===== src/rtl/seg7_capture_decoder.sv =====
// Captures an active-low 7-segment bus, waits for the pattern to settle, and turns each new
// settled glyph into one hex result on a single-entry valid/ready buffer.
module seg7_capture_decoder #(
  parameter int STABLE_CYCLES = 4,
  parameter int ERRW          = 8
) (
  input  logic            clock,
  input  logic            reset,
  input  logic [6:0]      seg_in,
  input  logic            hex_ready,
  output logic [3:0]      hex_out,
  output logic            hex_err,
  output logic            hex_valid,
  output logic [ERRW-1:0] err_count
);

  localparam int              CNTW    = $clog2(STABLE_CYCLES + 1);
  localparam logic [CNTW-1:0] CNT_MAX = CNTW'(STABLE_CYCLES);
  localparam logic [6:0]      BLANK   = 7'h7F;

  typedef enum logic {TRACK, HOLD} state_t;

  state_t          r_state;
  state_t          w_stateNext;
  logic [6:0]      r_segQ;
  logic [6:0]      r_cand;
  logic [CNTW-1:0] r_cnt;
  logic [CNTW-1:0] w_cntNext;
  logic [6:0]      r_lastEmit;
  logic [3:0]      r_hexOut;
  logic            r_hexErr;
  logic [ERRW-1:0] r_errCount;
  logic            w_settled;
  logic            w_fresh;
  logic            w_glyphOk;
  logic [3:0]      w_glyphVal;
  logic            w_load;
  logic            w_markBlank;

  always_ff @(posedge clock) begin
    if (reset) begin
      r_segQ <= BLANK;
      r_cand <= BLANK;
      r_cnt  <= '0;
    end else begin
      r_segQ <= seg_in;
      r_cand <= r_segQ;
      r_cnt  <= w_cntNext;
    end
  end

  // Run length including this cycle's sample; settling is judged on this value so the
  // decode happens on the same edge the run reaches STABLE_CYCLES.
  always_comb begin
    w_cntNext = r_cnt;
    if (r_segQ != r_cand) begin
      w_cntNext = CNTW'(1);
    end else if (r_cnt != CNT_MAX) begin
      w_cntNext = r_cnt + CNTW'(1);
    end
  end

  assign w_settled = (w_cntNext == CNT_MAX);
  assign w_fresh   = w_settled && (r_cand != r_lastEmit);

  always_comb begin
    w_glyphOk  = 1'b1;
    w_glyphVal = 4'h0;
    case (r_cand)
      7'h40:   w_glyphVal = 4'h0;
      7'h79:   w_glyphVal = 4'h1;
      7'h24:   w_glyphVal = 4'h2;
      7'h30:   w_glyphVal = 4'h3;
      7'h19:   w_glyphVal = 4'h4;
      7'h12:   w_glyphVal = 4'h5;
      7'h02:   w_glyphVal = 4'h6;
      7'h78:   w_glyphVal = 4'h7;
      7'h00:   w_glyphVal = 4'h8;
      7'h10:   w_glyphVal = 4'h9;
      7'h08:   w_glyphVal = 4'hA;
      7'h03:   w_glyphVal = 4'hB;
      7'h46:   w_glyphVal = 4'hC;
      7'h21:   w_glyphVal = 4'hD;
      7'h06:   w_glyphVal = 4'hE;
      7'h0E:   w_glyphVal = 4'hF;
      default: w_glyphOk  = 1'b0;
    endcase
  end

  always_ff @(posedge clock) begin
    if (reset) begin
      r_state <= TRACK;
    end else begin
      r_state <= w_stateNext;
    end
  end

  always_comb begin
    w_stateNext = r_state;
    case (r_state)
      TRACK: if (w_fresh && (r_cand != BLANK)) w_stateNext = HOLD;
      HOLD:  if (hex_ready) w_stateNext = TRACK;
      default: w_stateNext = TRACK;
    endcase
  end

  // A settled blank only re-arms the emit gate; it never produces a result.
  always_comb begin
    hex_valid   = (r_state == HOLD);
    w_load      = (r_state == TRACK) && w_fresh && (r_cand != BLANK);
    w_markBlank = (r_state == TRACK) && w_fresh && (r_cand == BLANK);
  end

  always_ff @(posedge clock) begin
    if (reset) begin
      r_lastEmit <= BLANK;
      r_hexOut   <= 4'h0;
      r_hexErr   <= 1'b0;
      r_errCount <= '0;
    end else if (w_load) begin
      r_lastEmit <= r_cand;
      r_hexOut   <= w_glyphOk ? w_glyphVal : 4'h0;
      r_hexErr   <= !w_glyphOk;
      if (!w_glyphOk && (r_errCount != {ERRW{1'b1}})) begin
        r_errCount <= r_errCount + 1'b1;
      end
    end else if (w_markBlank) begin
      r_lastEmit <= BLANK;
    end
  end

  assign hex_out   = r_hexOut;
  assign hex_err   = r_hexErr;
  assign err_count = r_errCount;

endmodule


===== config.mk =====
export PLATFORM = sky130hd
export DESIGN_NAME = seg7_capture_decoder
export DESIGN_NICKNAME = d
export VERILOG_FILES = /design/src/rtl/seg7_capture_decoder.sv
export SDC_FILE = /design/constraint.sdc
export NUM_CORES = 1
export LEC_CHECK = 0
export ABC_AREA = 0
export CAP_MARGIN = 40
export CELL_PAD_IN_SITES_DETAIL_PLACEMENT = 0
export CELL_PAD_IN_SITES_GLOBAL_PLACEMENT = 1
export CORE_MARGIN = 2
export CORE_UTILIZATION = 42
export DETAILED_ROUTE_END_ITERATION = 7
export PLACE_DENSITY = 0.75
export SETUP_SLACK_MARGIN = 0.5
export SLEW_MARGIN = 10
export SYNTH_ARGS = -nofsm -noshare
export SYNTH_HDL_FRONTEND = slang
export SYNTH_SLANG_ARGS = --single-unit

===== constraint.sdc =====
create_clock -name clock -period 2.67 [get_ports clock]
set_input_delay 0.4005 -clock clock [delete_from_list [all_inputs] [get_ports clock]]
set_output_delay 0.4005 -clock clock [all_outputs]
set_load 0.005 [all_outputs]

; Word level (Yosys, flattened, before mapping)
; Index checks and enable logic that the tools add are counted.
; Widths: inputs -> output; s select.
[classes]
add_sub_neg = 2
mul = 0
div = 0
magnitude_cmp = 0
n_eq_ne = 22
n_shift = 0
n_mux = 10
n_bitwise = 1
n_reduce_logical = 11
[op_table]
columns = op, count
row1 = $pmux 4 s15, 1
row2 = $eq 7x7->1 const B, 5
row3 = $eq 7x5->1 const B, 3
row4 = $eq 7x6->1 const B, 3
row5 = $reduce_or 16->1, 1
row6 = $eq 7x2->1 const B, 2
row7 = $eq 7x4->1 const B, 2
row8 = $mux 7, 2
row9 = $ne 7x7->1, 2
row10 = $add 8x1->8 const B, 1
row11 = $ne 8x8->1 const B, 1
row12 = $eq 7x3->1 const B, 1
row13 = $logic_not 7->1, 1
row14 = $ne 7x7->1 const B, 1
row15 = $logic_and 1x1->1, 6
row16 = $mux 3, 2
row17 = $mux 4, 1
row18 = $add 3x1->3 const B, 1
row19 = $eq 3x3->1 const B, 1
row20 = $mux 1, 3
row21 = $ne 3x3->1 const B, 1
row22 = $pmux 1 s2, 1
row23 = $reduce_and 2->1, 1
row24 = $reduce_bool 2->1, 1
row25 = 2 further kinds, 2
[word_totals]
ff_bits = 38
latch_bits = 0
ramBits = 0
rom_bits = 0
wordCells = 54
memories = 0

; Longest topological paths before layout
; Gate-level depths: netlist of run 1.
[logic_depth]
word_depth = 9
depth_mapped = 10

; Least setup slack after synthesis of run 1
; Ideal clock, no wire load.
[synth_timing]
path_type = register to register
start = register r_cand[1]
end = register r_errCount[3], in the netlist err_count[3]
setup_ps = 121
t_arrival_ps = 2123
slack_ps = 426
path_stages_with_launch = 9
period_less_slack_ps = 2244
cell_sequence = dfxtp_1 > buf_2 > nor2_1 > a32oi_1 > o211ai_1 > or4b_1 > buf_2 > nor4_1 > mux2_2
[synth_between]
elab_chain_len = 7
[synth_lines]
columns = element, line_no
row1 = start: declaration, 26  ; logic [6:0] r_cand;
row2 = start signal: assignment, 47  ; r_cand <= r_segQ;
row3 = $ne 7x7->1, 56  ; if (r_segQ != r_cand) begin
row4 = $mux 3, 56
row5 = $eq 3x3->1, 63  ; assign w_settled = (w_cntNext == CNT_MAX);
row6 = $logic_and 1x1->1, 64  ; assign w_fresh = w_settled && (r_cand != r_lastEmit);
row7 = $logic_and 1x1->1 (2 in series), 110  ; w_load = (r_state == TRACK) && w_fresh && (r_cand != BLANK);
row8 = $reduce_and 2->1 (no source line) (*), --
row9 = end signal: assignment, 125  ; r_errCount <= r_errCount + 1'b1;
row10 = end: declaration, 32  ; logic [ERRW-1:0] r_errCount;
; Every way passes the cells marked *; elsewhere a longest branch is shown, timed or not.
; A chain may end at the register's enable or synchronous reset.

; Final worst setup path of run 1
[layout_timing]
start = register r_cand[4]
end = register r_errCount[5], in the netlist err_count[5]
; The elaborated chain is that of the path after synthesis.

==> impl_metrics.csv, run 1 <==
group,metric,value,unit
run_status,outcome,"finished, final reports clean",
min_path,whs_path_depth,1,
routing,first_iter_violations,136,
clock_network,cts_tree,"yes",
floorplanning,fp.dieArea,5369,um^2
synth,synth_edf_count,0,
power_and_ir_drop,p_int,1.041,mW
grt,overflow,0,
critical_path,cp_slowest_cell,"or4b_4",
routing,wirelength,4.925,mm
layout,n_fill_cell,410,
floorplanning,initial_core_util,0.4325,
power_and_ir_drop,ir_worst_vdd,0.4208,mV
critical_path,timing.reg2reg.worst_path_depth,7,
clock_network,cts.clk_slew.worst_paths,0.08,ns
grt,track_usage,0.1921,
timing,final-hold-violation-count,0,
power_and_ir_drop,p_comb_frac,0.128,
routing,wl_per_cell,14.40,um
grt,antenna_found_initial,0,
layout,antennaDiodeCount,0,
layout,fin_cells,342,
critical_path,rrSetupSlack,0.45,ns
synth,synthSimpleGateAreaFrac,0.2986,
timing,rsz0062_at_grt,"yes",
timing,setup_violations,0,
power_and_ir_drop,cellPowerDensity,483.2,nW/um^2
floorplanning,pin_count,24,
place,dp_hpwl,3.071,mm
synth,syn_area,2016,um^2
grt,use_met1,0.2583,
routing,final_antenna_net_count,0,
place,dpl.cell_count,308,
synth,synth_top_family_by_area,"simple AND/OR/NAND/NOR gates",
clock_network,cts.path.max_buffers,2,
clock_network,numCtsBuffers,5,
synth,synth_seq_cells,38,
critical_path,crit_path_cell_trace,"buf_4, nand2_4, a32oi_2, o211ai_1, or4b_4, nor4_2, mux2_2",
synth,yosysSeqAreaShare,0.3774,
run,cap_violations,0,
layout,syn_to_final_growth,38.42,%
clock_network,hold_buffers,0,
synth,synthAdderAreaFrac,0.01862,
synth,synth_compound_area_frac,0.1440,
clock_network,clkSinkCount,38,
power_and_ir_drop,power_frac_seq,0.440,
timing,min_period,2.219,ns
floorplanning,fp.dieW,73.28,um
clock_network,clockRootBuffer,"clkbuf_8",
grt,grt_max_degree,41,
layout,post-route-util,0.5987,
synth,yosysWarnings,0,
place,pre_cts_ws,0.1067,ns
layout,final_cell_area,2790,um^2
place,portBuffers,23,
min_path,hp-class,"reg -> reg",
synth,synth_mux_area_frac,0.02110,
synth,synthArstFlopShare,0,
critical_path,startpoint_type,"flip-flop",
critical_path,critPathKind,"reg -> reg",
floorplanning,std_cell_rows,25,
routing,routed_via_density,5.474,
power_and_ir_drop,clock_power_share,0.432,
routing,routed-via-count,1872,
layout,nNetsFinal,300,
synth,syn-mean-instance-area,8.577,um^2
critical_path,cp.required,2.86,ns
timing,skew,0.006059,ns
power_and_ir_drop,p_leak,1.117,nW
power_and_ir_drop,p_sw_frac,0.2276,
floorplanning,core_area,4661,um^2
grt,use_met3,0.04527,
clock_network,clock_latency,0.29,ns
timing,tns,0,ns
floorplanning,dieHeight,73.28,um
critical_path,max_stage_delay,0.58,ns
critical_path,end_kind,"flip-flop",
routing,drc_errors,0,
critical_path,crit_path_max_fanout,7,
place,dpl_cell_area,2315,um^2
timing,tightest_slew,0.3937,ns
power_and_ir_drop,p_sw,306.9,uW
timing,slew_headroom,0.7375,
clock_network,htree_levels,2,
grt,grt_pass1_vias,1741,
layout,layout-drive-gt1-share,0.3264,
grt,top_usage_layer,"met2",
synth,synth_flop_cell,"dfxtp_1",
synth,syn_inst,235,
grt,grt_pass1_wl,7.935,mm
timing,fin_crit_sh,0.8310,
timing,drv_slew,0,
timing,fmax,450.7,MHz
synth,ys_types,46,
synth,synth-xor-area-share,0.07387,
layout,seq_area,783.3,um^2
routing,dr.pass1.iters,5,
grt,met2_usage,0.2883,
synth,syn_nets,248,
place,routabilityCongestion,0.8159,
timing,worst_slack,0.4513,ns
layout,multi_input_area,1234,um^2
critical_path,critPathArrivalTime,2.41,ns
-- cell usage in the layout, fill, tap and decap left out, drive strengths merged, types with 3 or more instances in the layout --
| master | n |
|---|---|
| a211o | 7 |
| o21ai | 3 |
| xor2 | 11 |
| or4 | 3 |
| nand4 | 10 |
| o22ai | 3 |
| nand3 | 5 |
| and2 | 4 |
| clkbuf | 5 |
| clkdlybuf4s50 | 23 |
| o211ai | 3 |
| dfxtp | 38 |
| nand2 | 11 |
| nor2 | 24 |
| a21oi | 9 |
| nor3 | 10 |
| or2 | 15 |
| ha | 3 |
| nor4 | 5 |
| nor2b | 6 |
| buf | 38 |
| or3 | 3 |
| inv | 10 |
| xnor2 | 6 |
-- final timing paths --
path,startpoint,end
hold reg to reg,r_segQ[1],r_cand[1]
setup reg to reg,r_cand[4],err_count[5]
hold / removal,r_segQ[1],r_cand[1]
setup / recovery,r_cand[4],err_count[5]
-- cells in the mapped netlist (2+ instances only) --
library cell  count  area [um^2]
a31oi_1           2        12.51
a21oi_1           9        45.04
dfxtp_1          38        760.7
or3_1             3        18.77
nand3_1           5        25.02
o211a_1           2        20.02
inv_1            10        37.54
o21ai_0           3        15.01
nor4_1            4        25.02
a31o_2            2        17.52
xnor2_1           6        52.55
nand2b_1          2        12.51
a211o_1           7        61.31
nor4b_1           2        17.52
or4_1             3        22.52
mux2i_1           2        20.02
nand2_1          10        37.54
o22ai_1           3        18.77
nand4b_1          2        17.52
a32oi_1           2        17.52
a211oi_1          2        15.01
and2_1            4        25.02
nor2_1           24        90.09
clkbuf_1          4        15.01
nand4_1          10        62.56
o211ai_1          3        22.52
ha_1              3        37.54
nor2b_1           6        37.54
nor3_1           10        50.05
xor2_1           11        96.34
or2_2            15        93.84
mux2_2            2        22.52
and4_1            2        17.52
buf_2            10        50.05
-- stage by stage --
| stage | total power [mW] | hold WS [ns] |
|---|---|---|
| after CTS | 1.341 | 0.4761 |
| after floorplan | 0.6886 | 0.4384 |
| after detailed placement | 0.7275 | 0.4562 |
| final | 1.348 | 0.4723 |
| after global placement | 0.7289 | 0.4503 |
| after global routing | 1.404 | 0.4857 |
-- repair_timing --
action	CTS	global route
gates resized for setup	25	14
endpoints found under the hold margin	0	0
pin swaps	7	12
setup buffers	16	10
setup endpoints to repair	20	18
-- per-layer routing --
layer	vias up	share of wire	wire length (um)
met4	0	0.028	140
li1	940	-	-
met2	51	0.46	2252
met1	868	0.47	2300
met5	-	0	0
met3	13	0.047	231
-- area by class of cell --
type                       instances  share of cell area
multi-input combinational        171              0.4422
sequential                        38              0.2807
timing repair buffer              61              0.1901
clock buffer                       5             0.02466
clock inverter                     3             0.02466
tap                               54             0.02422
inverter                          10             0.01345
-- flip-flops by register name (all words and copies together), names as in the netlist --
name and flops:
hex_out 4, r_cnt 3, hex_valid 1, r_lastEmit 7, err_count 8, r_segQ 7, r_cand 7, hex_err 1
-- power by group through the flow --
stage          logic [mW]  clock network (mW)  registers [mW]
2_1_floorplan      0.0892                   0           0.599
3_3_place_gp        0.117                   0           0.612
3_5_place_dp        0.116                   0           0.612
4_1_cts             0.151               0.596           0.593
5_1_grt             0.189               0.620           0.595
6_report            0.172               0.582           0.594
-- kinds of logic (layout without fill, tap and decap cells) --
kind of cell / count (synthesis) / after routing
DFF: 38 / 38
adders and majority gates: 3 / 3
muxes: 4 / 4
xor gates and xnor gates: 17 / 17
and+or+nand+nor: 107 / 107
AOI/OAI and AO/OA: 40 / 40
buffers and inverters: 26 / 79
-- critical path, delay by kind of cell, from the launching register on --
family / cells / cell delay, ns
and+or+nand+nor: 3 / 0.88
muxes: 1 / 0.36
AOI/OAI and AO/OA: 2 / 0.34
buffers and inverters: 1 / 0.14
DFF: 1 / 0.41
Note: power is estimated with default switching activity, not from simulation.
==> run 2: changes to the inputs <==
==> constraint.sdc (replaced) <==
create_clock -name clock -period 2.2 [get_ports clock]
set_input_delay 0.33 -clock clock [delete_from_list [all_inputs] [get_ports clock]]
set_output_delay 0.33 -clock clock [all_outputs]
set_load 0.005 [all_outputs]
==> run 2 against run 1 <==
  * Design area increased by 3.6%
  * Fmax grew 3.8%
  * Critical path type unchanged
  * Critical endpoint is now err_count[7]
  * Setup slack lost 0.39 ns
  * Via count hardly changed
  * Sequential power increased by 21%
==> impl_metrics.csv, run 2 (synthesized netlist as in run 1, its figures left out) <==
group,metric,value,unit
layout,fin_cells,350,
min_path,hp-class,"reg -> reg",
routing,final_antenna_net_count,0,
critical_path,reg2reg_to,"err_count[7]",
place,routabilityCongestion,0.8976,
layout,largest_reg_flops,8,
clock_network,clockRootBuffer,"clkbuf_8",
run_status,outcome,"finished, final reports clean",
floorplanning,core_area,4661,um^2
place,dp_hpwl,3.487,mm
clock_network,numCtsBuffers,5,
min_path,whs_path_depth,1,
critical_path,cp.required,2.43,ns
grt,overflow,0,
routing,routed_via_density,5.346,
floorplanning,std_cell_rows,25,
critical_path,max_stage_delay,0.58,ns
routing,wirelength,4.891,mm
min_path,hp-start,"r_segQ[3]",
layout,layout_commonest_cell,"buf_4",
layout,layout-drive-gt1-share,0.3682,
routing,met1_length,2.365,mm
routing,drc_errors,0,
timing,final-hold-violation-count,0,
timing,setup_violations,0,
run,cap_violations,0,
timing,tightest_slew,0.3532,ns
critical_path,crit_path_cell_trace,"buf_6, nand4_1, o22ai_2, and2_4, or4b_4, or4_4, a21oi_2",
grt,grt_pass1_vias,1737,
clock_network,clock_latency,0.29,ns
critical_path,cp_slowest_cell,"or4b_4",
timing,slew_headroom,0.7635,
critical_path,critPathArrivalTime,2.37,ns
routing,first_iter_violations,105,
routing,highest_layer,"met4",
critical_path,critPathKind,"reg -> reg",
layout,syn_to_final_growth,43.45,%
clock_network,cts.clk_slew.worst_paths,0.08,ns
power_and_ir_drop,finalPower,1.432,mW
routing,met2WireLength,2.353,mm
min_path,hold_end,"r_cand[3]",
clock_network,cts.path.max_buffers,2,
timing,fmax,467.9,MHz
critical_path,worst-path-buf-inv,1,
timing,drv_slew,0,
place,dpl.cell_count,328,
timing,fin_crit_sh,0.9716,
layout,antennaDiodeCount,0,
floorplanning,fp.dieW,73.28,um
timing,hold_ws,0.4629,ns
place,portBuffers,23,
critical_path,crit_path_max_fanout,6,
power_and_ir_drop,cellPowerDensity,495.2,nW/um^2
critical_path,crit_family,"simple AND/OR/NAND/NOR gates",
critical_path,startpoint_type,"flip-flop",
power_and_ir_drop,ir_worst_vdd,0.4373,mV
floorplanning,initial_core_util,0.4325,
critical_path,reg2reg_from,"r_cand[3]",
clock_network,clkSinkCount,38,
grt,grt_pass1_wl,7.969,mm
critical_path,timing.reg2reg.worst_path_depth,7,
grt,grt_max_degree,41,
layout,nNetsFinal,308,
power_and_ir_drop,p_leak,1.159,nW
layout,layout_common_cells,"35 x buf_4, 30 x dfxtp_1, 23 x nor2_1, 23 x clkdlybuf4s50_1, 15 x or2_2",
timing,rsz0062_at_grt,"yes",
clock_network,htree_levels,2,
critical_path,rrSetupSlack,0.06,ns
grt,antenna_found_initial,0,
routing,wl_met3,144,um
floorplanning,fp.dieArea,5369,um^2
routing,dr.pass1.iters,4,
floorplanning,pin_count,24,
critical_path,end_kind,"flip-flop",
timing,min_period,2.137,ns
grt,track_usage,0.1899,
floorplanning,dieHeight,73.28,um
timing,tns,0,ns
routing,routed-via-count,1871,
timing,skew,0.007326,ns
routing,wl_per_cell,13.97,um
clock_network,cts_tree,"yes",
## run 2: changes by cell type in the layout (fill, tap and decap cells not counted), sizes merged
| cell | before | now |
|---|---|---|
| clkinvlp | 0 | 1 |
| bufinv | 2 | 0 |
| buf | 38 | 46 |
| clkbuf | 5 | 6 |
## run 2: worst register-to-register path: stages (launching register included)
cell and delay (ns):
dfxtp_4 0.38, buf_6 0.13, nand4_1 0.11, o22ai_2 0.11
and2_4 0.15, or4b_4 0.58, or4_4 0.51, a21oi_2 0.12
## run 2: worst max path at each step
stage                   end  slack (ns)  depth (start not counted)       from
2_1_floorplan  err_count[7]        0.14                          8  r_cand[0]
3_3_place_gp   err_count[4]       -0.06                          7  r_cand[0]
3_5_place_dp   err_count[7]       -0.04                          6  r_cand[0]
4_1_cts        err_count[7]        0.07                          6  r_cand[0]
5_1_grt        err_count[7]        0.01                          7  r_cand[3]
6_report       err_count[7]        0.06                          7  r_cand[3]
## run 2: cell type report
type / count / area, um^2
clock buffers: 6 / 82.58
clock inverters: 2 / 12.51
fillers: 408 / 1769
inverters: 10 / 37.54
multi-input cells: 171 / 1289
flip-flops and latches: 38 / 783.3
well taps: 54 / 67.56
repair buffers: 69 / 619.3
## run 2: where the power goes
part | switching [mW] | leakage (nW) | internal [mW] | total, mW
registers | 0.0187 | 0.309 | 0.699 | 0.717
logic | 0.103 | 0.802 | 0.118 | 0.221
clock network | 0.242 | 0.0472 | 0.252 | 0.493
## run 2: metal layers
layer  vias up  track usage
li1        957            -
met1       879       0.2702
met2        33       0.2923
met3         2      0.03704
met4         0      0.05350
met5         -            0
## run 2: timing repair
item,CTS,global route
resized for setup,17,23
pin swaps,8,9
hold buffers,0,0
endpoints found under the setup margin,21,21
setup buffers,10,3
gates cloned,0,1
## run 2: metrics by stage
| stage | util | setup slack (ns) | cell area (um^2) |
|---|---|---|---|
| finish | 0.6204 | 0.06257 | 2892 |
| global placement | 0.5412 | -0.05888 | 2522 |
| CTS | 0.5938 | 0.07134 | 2768 |
| floorplan | - | 0.1444 | 2127 |
| global route | 0.6204 | 0.01003 | 2892 |
| detailed placement | 0.5412 | -0.04222 | 2522 |
